==> config.mk <==
export PLATFORM = sky130hd
export DESIGN_NAME = perf_counter_mc
export DESIGN_NICKNAME = d
export VERILOG_FILES = /design/src/rtl/perf_counter_pkg.sv /design/src/rtl/perf_counter_section.sv /design/src/rtl/perf_counter_mc.sv
export SDC_FILE = /design/constraint.sdc
export NUM_CORES = 1
export LEC_CHECK = 0
export BUFFER_PORTS_ARGS = -buffer_cell sky130_fd_sc_hd__buf_4
export CAP_MARGIN = 20
export CORE_ASPECT_RATIO = 0.8
export CORE_MARGIN = 4
export CORE_UTILIZATION = 35
export CTS_BUF_LIST = sky130_fd_sc_hd__clkbuf_2
export CTS_CLUSTER_SIZE = 40
export DETAILED_ROUTE_END_ITERATION = 12
export PLACE_DENSITY = 0.52
export SETUP_SLACK_MARGIN = 0.05
export SLEW_MARGIN = 20
export SYNTH_ARGS = -nofsm -noshare
export SYNTH_HDL_FRONTEND = slang
export SYNTH_SLANG_ARGS = --single-unit
==> constraint.sdc <==
create_clock -name clk -period 20.8 [get_ports clk]
set_input_delay 3.12 -clock clk [delete_from_list [all_inputs] [get_ports clk]]
set_output_delay 3.12 -clock clk [all_outputs]
set_load 0.02 [all_outputs]
==> src/rtl/perf_counter_pkg.sv <==
// perf_counter_pkg: register map shared by the multi-section performance counter
package perf_counter_pkg;
    localparam logic [1:0] OFS_TIME_LO = 2'd0;
    localparam logic [1:0] OFS_TIME_HI = 2'd1;
    localparam logic [1:0] OFS_EVENT   = 2'd2;
    localparam logic [1:0] OFS_STATUS  = 2'd3;
    localparam logic [1:0] OFS_STOP    = 2'd0;
    localparam logic [1:0] OFS_GO      = 2'd1;
    localparam int ST_RUN  = 0;
    localparam int ST_TOVF = 1;
    localparam int ST_EOVF = 2;
endpackage

==> src/rtl/perf_counter_section.sv <==
// perf_counter_section: one measurement section (time/event counters, sticky overflows, hi shadow)
module perf_counter_section
    import perf_counter_pkg::*;
#(
    parameter int TIME_WIDTH = 64,
    parameter int EVT_WIDTH  = 32
) (
    input  logic        clk,
    input  logic        reset,
    input  logic        clear,
    input  logic        go,
    input  logic        stop,
    input  logic        gate,
    input  logic        lo_read,
    output logic [31:0] time_lo,
    output logic [31:0] time_hi,
    output logic [31:0] evt,
    output logic [31:0] status
);
    logic [TIME_WIDTH-1:0]  time_q;
    logic [EVT_WIDTH-1:0]   evt_q;
    logic [TIME_WIDTH-33:0] shadow_q;
    logic                   en_q, tovf_q, eovf_q, time_inc, evt_inc;

    assign time_inc = en_q & gate;
    assign evt_inc  = go & gate;

    always_ff @(posedge clk or posedge reset) begin
        if (reset) begin
            en_q     <= 1'b0;
            time_q   <= '0;
            evt_q    <= '0;
            shadow_q <= '0;
            tovf_q   <= 1'b0;
            eovf_q   <= 1'b0;
        end else if (clear) begin
            en_q     <= 1'b0;
            time_q   <= '0;
            evt_q    <= '0;
            shadow_q <= '0;
            tovf_q   <= 1'b0;
            eovf_q   <= 1'b0;
        end else begin
            en_q   <= go | (en_q & ~stop);
            tovf_q <= tovf_q | (time_inc & (&time_q));
            eovf_q <= eovf_q | (evt_inc & (&evt_q));
            if (time_inc)
                time_q <= time_q + TIME_WIDTH'(1);
            if (evt_inc)
                evt_q <= evt_q + EVT_WIDTH'(1);
            // hi half frozen at the lo read so a lo-then-hi pair is coherent
            if (lo_read)
                shadow_q <= time_q[TIME_WIDTH-1:32];
        end
    end

    always_comb begin
        status          = '0;
        status[ST_RUN]  = en_q;
        status[ST_TOVF] = tovf_q;
        status[ST_EOVF] = eovf_q;
    end

    assign time_lo = time_q[31:0];
    assign time_hi = 32'(shadow_q);
    assign evt     = 32'(evt_q);
endmodule

==> src/rtl/perf_counter_mc.sv <==
// perf_counter_mc: multi-section Avalon-MM performance counter with optional global gate
module perf_counter_mc
    import perf_counter_pkg::*;
#(
    parameter int NUM_SECTIONS = 3,
    parameter int TIME_WIDTH   = 64,
    parameter int EVT_WIDTH    = 32,
    parameter int GLOBAL_GATE  = 1,
    localparam int ADDR_WIDTH  = $clog2(NUM_SECTIONS) + 2
) (
    input  logic                  clk,
    input  logic                  reset,
    input  logic [ADDR_WIDTH-1:0] address,
    input  logic                  begintransfer,
    input  logic                  write,
    input  logic                  read,
    input  logic [31:0]           writedata,
    output logic [31:0]           readdata
);
    logic                    wr_stb, rd_stb, global_clr, gate, unused_wd;
    logic [ADDR_WIDTH-1:0]   sec;
    logic [1:0]              ofs;
    logic [NUM_SECTIONS-1:0] run;
    logic [31:0]             sec_rd [NUM_SECTIONS];
    logic [31:0]             rd_mux;

    assign wr_stb     = write & begintransfer;
    assign rd_stb     = read & begintransfer & ~wr_stb;
    assign sec        = address >> 2;
    assign ofs        = address[1:0];
    assign global_clr = wr_stb & (sec == '0) & (ofs == OFS_STOP) & writedata[0];
    assign gate       = (GLOBAL_GATE != 0) ? (run[0] | (wr_stb & (sec == '0) & (ofs == OFS_GO))) : 1'b1;
    assign unused_wd  = ^writedata[31:1];

    for (genvar n = 0; n < NUM_SECTIONS; n++) begin : g_sec
        logic        hit;
        logic [31:0] time_lo, time_hi, evt, status;
        assign hit = (sec == ADDR_WIDTH'(n));
        perf_counter_section #(
            .TIME_WIDTH(TIME_WIDTH),
            .EVT_WIDTH (EVT_WIDTH)
        ) u_sec (
            .clk    (clk),
            .reset  (reset),
            .clear  (global_clr),
            .go     (wr_stb & hit & (ofs == OFS_GO)),
            .stop   (wr_stb & hit & (ofs == OFS_STOP)),
            .gate   (gate),
            .lo_read(rd_stb & hit & (ofs == OFS_TIME_LO)),
            .time_lo(time_lo),
            .time_hi(time_hi),
            .evt    (evt),
            .status (status)
        );
        assign run[n]    = status[ST_RUN];
        assign sec_rd[n] = (ofs == OFS_TIME_LO) ? time_lo :
                           (ofs == OFS_TIME_HI) ? time_hi :
                           (ofs == OFS_EVENT)   ? evt : status;
    end

    // sections beyond NUM_SECTIONS fall through to zero
    always_comb begin
        rd_mux = '0;
        for (int i = 0; i < NUM_SECTIONS; i++)
            if (sec == ADDR_WIDTH'(i))
                rd_mux = sec_rd[i];
    end

    always_ff @(posedge clk or posedge reset) begin
        if (reset)
            readdata <= '0;
        else if (rd_stb)
            readdata <= rd_mux;
    end
endmodule

==> results.yml, run 1 <==
outcome:
  status: "completed"
clock_network:
  cts_tree: "done"
  cts_resized: 0
  clock_sinks: 425
  cts_buffers: 112
  cts_root_buffer: "clkbuf_2"
  hold_buffers: 0
  clk_path_buf_depth: 3
  insertion_delay_ps: 1210
  clk_pin_slew_ps: 100
  cts_max_level: 3
  postCtsSetupBuffers: 0
floorplan:
  ios: 73
  core_area_sq_um: 64500
  fp-row-count: 83
  die_h_um: 237
  initial_core_util_pct: 35.6
  dieArea_sq_um: 69700
  die_x_um: 294
place:
  dp_hpwl_um: 50200
  place_congestion: 0.861
  portBuffers: 41
cells_and_area:
  drive_gt1_share_pct: 10.5
  area_delta_synth_final_pct: 8.62
  fin_nets: 2587
critical_path:
  cp_slowest_cell: "and4b_1"
  crit_required_ps: 21820
  worstPathBufferInverterCount: 1
  crit_family: "simple AND/OR/NAND/NOR gates"
  crit_start: "address[0]"
  crit_path_max_incr_delay_ps: 800
  worstSetupStartpointType: "primary input"
  r2r_start: "g_sec[2].u_sec.time_q[19]"
  worst-path-max-fanout: 44
  critPathKind: "in -> reg"
  crit_chain: "buf_6 -> and4b_1 -> a21o_1 -> nand4_1 -> or4_1 -> a21oi_1"
  cp.arrival_ps: 6430
  end_kind: "flip-flop"
route:
  vias: 20000
  via_per_inst: 5.76
  wire_per_inst_um: 21.2
  drc_errors: 0
  first_pass_iters: 7
  finalWirelength_um: 73500
  ant_nets: 0
  initialDrtViolationCount: 1788
synthesis:
  ys_warn_count: 0
  avgSynthCellArea_sq_um: 9.12
  syn_nets: 2562
  synthCells: 2515
  ys_seq_elements: 425
  syn_area_sq_um: 22900
  synth-main-ff-cell: "dfrtp_1"
  ys_seq_area_share_pct: 46.4
  synth_edf_count: 0
  synthArstFlopShare_pct: 100
  yosysUniqueCellTypes: 63
sta:
  finClkSkew_ps: 120
  slew_violations: 0
  fin_crit_ps: 5410
  rsz0062_at_grt: "false"
  timing.setup.tns_ps: 0
  finalSetupViolations: 0
  timing.final.crit_share_pct: 26.0
  worstMarginPinSlew_ps: 1070
  max_freq_ghz: 0.185
  hold_slack_ps: 480
  max_slew_margin_pct: 28.0
  hold_viol_final: 0
worst_hold_path:
  hold_path.startpoint: "g_sec[2].u_sec.time_q[55]"
  min_path_type: "reg -> reg"
grt:
  antenna_found_initial: 2
  grt.overflow.total: 0
  grt_pass1_wl_um: 114000
  grt_pass1_vias: 18900
  grt_start_max_net_pins: 162
  grt_usage_pct: 20.8
flow_run:
  cap_violations: 0
pwr:
  p_leak_nw: 10.4
  fin_total_pwr_mw: 1.83
  p_per_area_nw_per_um2: 73.6
  ir_worst_vdd_mv: 0.0469
[sequential cells by signal, summed over array words and instances (netlist names)]
| register | flops |
|---|---|
| g_sec.u_sec.time_hi | 96 |
| g_sec.u_sec.en_q | 3 |
| g_sec.u_sec.time_q | 192 |
| g_sec.u_sec.evt | 96 |
| readdata | 32 |
| g_sec.u_sec.tovf_q | 3 |
| g_sec.u_sec.eovf_q | 3 |
[cell usage in the layout (no fill, tap or decap), types with 7 or more instances in the layout]
cell type	Yosys	layout
a211o_1	30	30
a211oi_1	35	35
a21oi_1	234	234
a22o_1	65	65
and2_1	20	20
and3_1	29	29
and4_1	35	35
buf_4	0	67
clkbuf_2	0	171
clkinv_1	0	18
dfrtp_1	425	425
inv_1	35	34
mux2i_1	120	120
nand2_1	230	230
nand2b_1	13	13
nand3_1	103	103
nand4_1	108	108
nor2_1	274	269
nor3_1	46	46
nor4_1	55	54
o21a_1	7	7
o21ai_0	100	100
o31ai_1	43	43
or3_1	73	73
or4_1	47	46
xnor2_1	79	79
xor2_1	70	70
[worst register-to-register path, cell delays in order (launching register included)]
cell and delay (ps):
dfrtp_1 490, nand4_2 270, nor4_4 780, nand4_2 760, or4_1 720, a21oi_1 170
[layout make-up]
type	count	area, sq um
Fill cell	6632	39600
Tap cell	850	1060
Antenna cell	4	10.0
Timing Repair Buffer	71	557
Sequential cell	425	10600
Multi-Input combinational cell	1895	11500
Inverter	35	139
Clock inverter	24	103
Clock buffer	171	856
[synth_stat cells (20+ instances only)]
| cell type | instances | area share (%) |
|---|---|---|
| nor2_1 | 274 | 4.5 |
| or3_1 | 73 | 2.0 |
| mux2i_1 | 120 | 5.2 |
| nand4_1 | 108 | 2.9 |
| and3_1 | 29 | 0.79 |
| a21oi_1 | 234 | 5.1 |
| nor3_1 | 46 | 1.0 |
| and2_1 | 20 | 0.55 |
| or4_1 | 47 | 1.5 |
| xnor2_1 | 79 | 3.0 |
| nand3_1 | 103 | 2.2 |
| o31ai_1 | 43 | 1.4 |
| a211o_1 | 30 | 1.1 |
| nor4_1 | 55 | 1.5 |
| o21ai_0 | 100 | 2.2 |
| and4_1 | 35 | 1.3 |
| a22o_1 | 65 | 2.5 |
| buf_2 | 40 | 0.87 |
| inv_1 | 35 | 0.57 |
| a211oi_1 | 35 | 1.1 |
| xor2_1 | 70 | 2.7 |
| nand2_1 | 230 | 3.8 |
| dfrtp_1 | 425 | 46 |
| clkbuf_1 | 105 | 1.7 |
[path summary, 6_finish.rpt]
path	slack (ps)	cells past startpoint	to
hold reg to reg	480	1	g_sec[2].u_sec.time_hi[23]
setup / recovery	15390	6	g_sec[2].u_sec.time_q[55]
max in group asynchronous	15810	5	g_sec[0].u_sec.time_q[20]
hold / removal	480	1	g_sec[2].u_sec.time_hi[23]
min in group asynchronous	2120	2	g_sec[1].u_sec.time_hi[13]
setup reg to reg	17430	5	g_sec[2].u_sec.time_q[56]
[power by group]
group          internal, mW  total, mW  switching [mW]
clock network         0.217      0.586           0.369
logic                0.0982      0.268           0.170
registers             0.890      0.979          0.0886
[metrics by stage]
stage                     util [%]  cells  area [sq um]  setup slack (ps)
after floorplan                  -   2515         22900              5850
after global placement        37.1   3275         23900             14070
after detailed placement      37.1   3275         23900             13940
after CTS                     38.6   3470         24900             15270
after global routing          38.6   3472         24900             15330
final                         38.6   3475         24900             15390
[cell families (layout without fill, tap and decap cells)]
group / count (synthesis) / in the layout / synth area share (%)
AND/OR/NAND/NOR: 1077 / 1077 / 24.3
XOR/XNOR: 149 / 149 / 5.69
buffers and inverters: 195 / 301 / 3.41
adder cells (fa/ha/maj): 6 / 6 / 0.327
multiplexers: 120 / 120 / 5.24
other: 0 / 4 / 0
AO/OA/AOI/OAI: 543 / 543 / 14.6
flip-flops: 425 / 425 / 46.4
[metal layers]
metal	routed length (um)	up-vias	part of all wire [%]	track usage (%)
met3	5160	118	7.0	4.97
met5	0	-	0	0
met4	1660	0	2.3	5.77
li1	-	9284	-	-
met1	36900	9966	50	32.3
met2	29800	632	41	28.4
Power figures use the tool's default switching activity.
==> run 2, diff against run 1 <==
Settings changed: PLACE_DENSITY 0.52 to 0.54.
Clock period 20.8 ns to 4.4 ns, I/O delays scaled along.
==> run 2 against run 1 <==
Effect of this change:
- cell count is 0.32% higher
- non-clock buffer count is 16 higher
- die area unchanged
- sequential share of layout area decreased by 0.30 points
- register-to-register slack got worse by 16000 ps
- largest cell class unchanged
- routed wire length is 0.30% lower
- sequential cell count unchanged
- combinational power increased to 4.8 times the previous value
- sequential power rose to 4.7 times the previous value
==> results.yml, run 2 (synthesized netlist as in run 1, its figures left out) <==
outcome:
  status: "completed"
grt:
  grt_start_max_net_pins: 166
  grt.overflow.total: 0
  top_usage_layer: "met1"
  grtUsageMet3_pct: 4.91
  globalRouteMet1Util_pct: 32.7
  grt_util_met2_pct: 28.1
  antenna_found_initial: 2
  grt_pass1_wl_um: 114000
  grt_usage_pct: 20.7
  grt_pass1_vias: 19200
route:
  vias: 20200
  finalWirelength_um: 73300
  via_per_inst: 5.81
  drc_errors: 0
  wire_per_inst_um: 21.0
  ant_nets: 0
  initialDrtViolationCount: 2257
  first_pass_iters: 6
sta:
  finClkSkew_ps: 90.9
  fin_ws_ps: 1050
  fin_crit_ps: 3350
  hold_viol_final: 0
  timing.setup.tns_ps: 0
  slew_violations: 0
  rsz0062_at_grt: "false"
  timing.final.crit_share_pct: 76.2
  max_slew_margin_pct: 31.5
  hold_slack_ps: 194
  finalSetupViolations: 0
  worstMarginPinSlew_ps: 1020
  max_freq_ghz: 0.298
clock_network:
  cts_root_buffer: "clkbuf_2"
  clock_sinks: 425
  cts_resized: 0
  cts_max_level: 3
  clk_pin_slew_ps: 110
  cts_buffers: 111
  insertion_delay_ps: 1150
  clk_path_buf_depth: 3
  cts_tree: "done"
worst_hold_path:
  hold_depth: 5
  whs_endpoint: "g_sec[1].u_sec.time_q[54]"
  hold_path.startpoint: "writedata[0]"
  min_path_type: "in -> reg"
cells_and_area:
  fill_cells: 6522
  final_cell_mix: "dfrtp_1, nor2_1, a21oi_1"
  drive_gt1_share_pct: 10.8
  final_common_cell: "dfrtp_1"
  largest_reg_flops: 192
  regMostFlops: "g_sec.u_sec.time_q"
  fin_area_sq_um: 25100
  fin_nets: 2602
  area_delta_synth_final_pct: 9.38
critical_path:
  critPathKind: "reg -> reg"
  worstSetupStartpointType: "flip-flop"
  crit_required_ps: 5450
  ff2ff_setup_slack_ps: 1050
  crit_start: "g_sec[1].u_sec.time_q[23]"
  r2r_cells: 5
  r2r_start: "g_sec[1].u_sec.time_q[23]"
  end_kind: "flip-flop"
  cp_slowest_cell: "nor3_1"
  path_common_cell: "nand4_1"
  crit_path_max_incr_delay_ps: 890
  crit_chain: "nand4_1 -> nor3_1 -> nand4_1 -> or4_1 -> a21oi_1"
  cp.arrival_ps: 4400
  r2r-end: "g_sec[1].u_sec.time_q[56]"
  worst-path-max-fanout: 17
flow_run:
  cap_violations: 0
place:
  portBuffers: 41
  place_congestion: 0.877
  pre_cts_ws_ps: 635
  dp_hpwl_um: 50400
  place_area_sq_um: 24000
pwr:
  ir_worst_vdd_mv: 0.154
  p_per_area_nw_per_um2: 348
  p_leak_nw: 10.5
floorplan:
  core_area_sq_um: 64500
  ios: 73
  die_h_um: 237
  dieArea_sq_um: 69700
  fp-row-count: 83
  initial_core_util_pct: 35.6
  die_x_um: 294
## run 2: through the flow
step	utilization (%)	std cells	power, mW
final	38.9	3486	8.72
after CTS	38.9	3485	8.81
after detailed placement	37.3	3286	5.96
after floorplan	-	2515	5.40
after global routing	38.9	3486	9.21
after global placement	37.3	3286	5.91
## run 2: report_power, final
group | switching (mW) | total (mW) | internal [mW]
Sequential | 0.426 | 4.63 | 4.21
Clock | 1.73 | 2.81 | 1.08
Combinational | 0.806 | 1.28 | 0.474
Total | 2.96 | 8.72 | 5.76
## run 2: metal layers
metal | vias to the layer above | routed length [um] | part of all wire [%]
li1 | 9332 | - | -
met1 | 10100 | 36400 | 50
met2 | 693 | 29700 | 41
met3 | 106 | 5840 | 8.0
met4 | 2 | 1300 | 1.8
met5 | - | 13 | 0.018
## run 2: final cells by class
class                   count  area [sq um]  share of cell area, %
multi-input cells        1895         11500                   46.0
flip-flops and latches    425         10600                   42.4
well taps                 850          1060                   4.24
clock buffers             170           851                   3.39
repair buffers             87           726                   2.89
inverters                  35           135                  0.539
clock inverters            23           131                  0.524
diodes                      1          2.50                0.00998
## run 2: worst max path at each step
| stage | end | slack [ps] | depth (start not counted) |
|---|---|---|---|
| final | g_sec[1].u_sec.time_q[56] | 1050 | 5 |
| after global routing | g_sec[2].u_sec.time_q[58] | 860 | 5 |
| after CTS | g_sec[2].u_sec.time_q[58] | 1140 | 5 |
| after detailed placement | g_sec[2].u_sec.time_q[58] | 640 | 6 |
| after global placement | g_sec[2].u_sec.time_q[62] | 770 | 6 |
| after floorplan | g_sec[0].u_sec.en_q | -2000 | 1 |
## run 2: critical path, delay by kind of cell, from the launching register on
family | cells | cell delay (ps)
flops | 1 | 430
compound gates | 1 | 160
simple gates | 4 | 2670
## run 2: timing repair
| action | in CTS | in global routing |
|---|---|---|
| setup buffers | 0 | 0 |
| hold endpoints to repair | 373 | 0 |
| hold buffers | 6 | 0 |
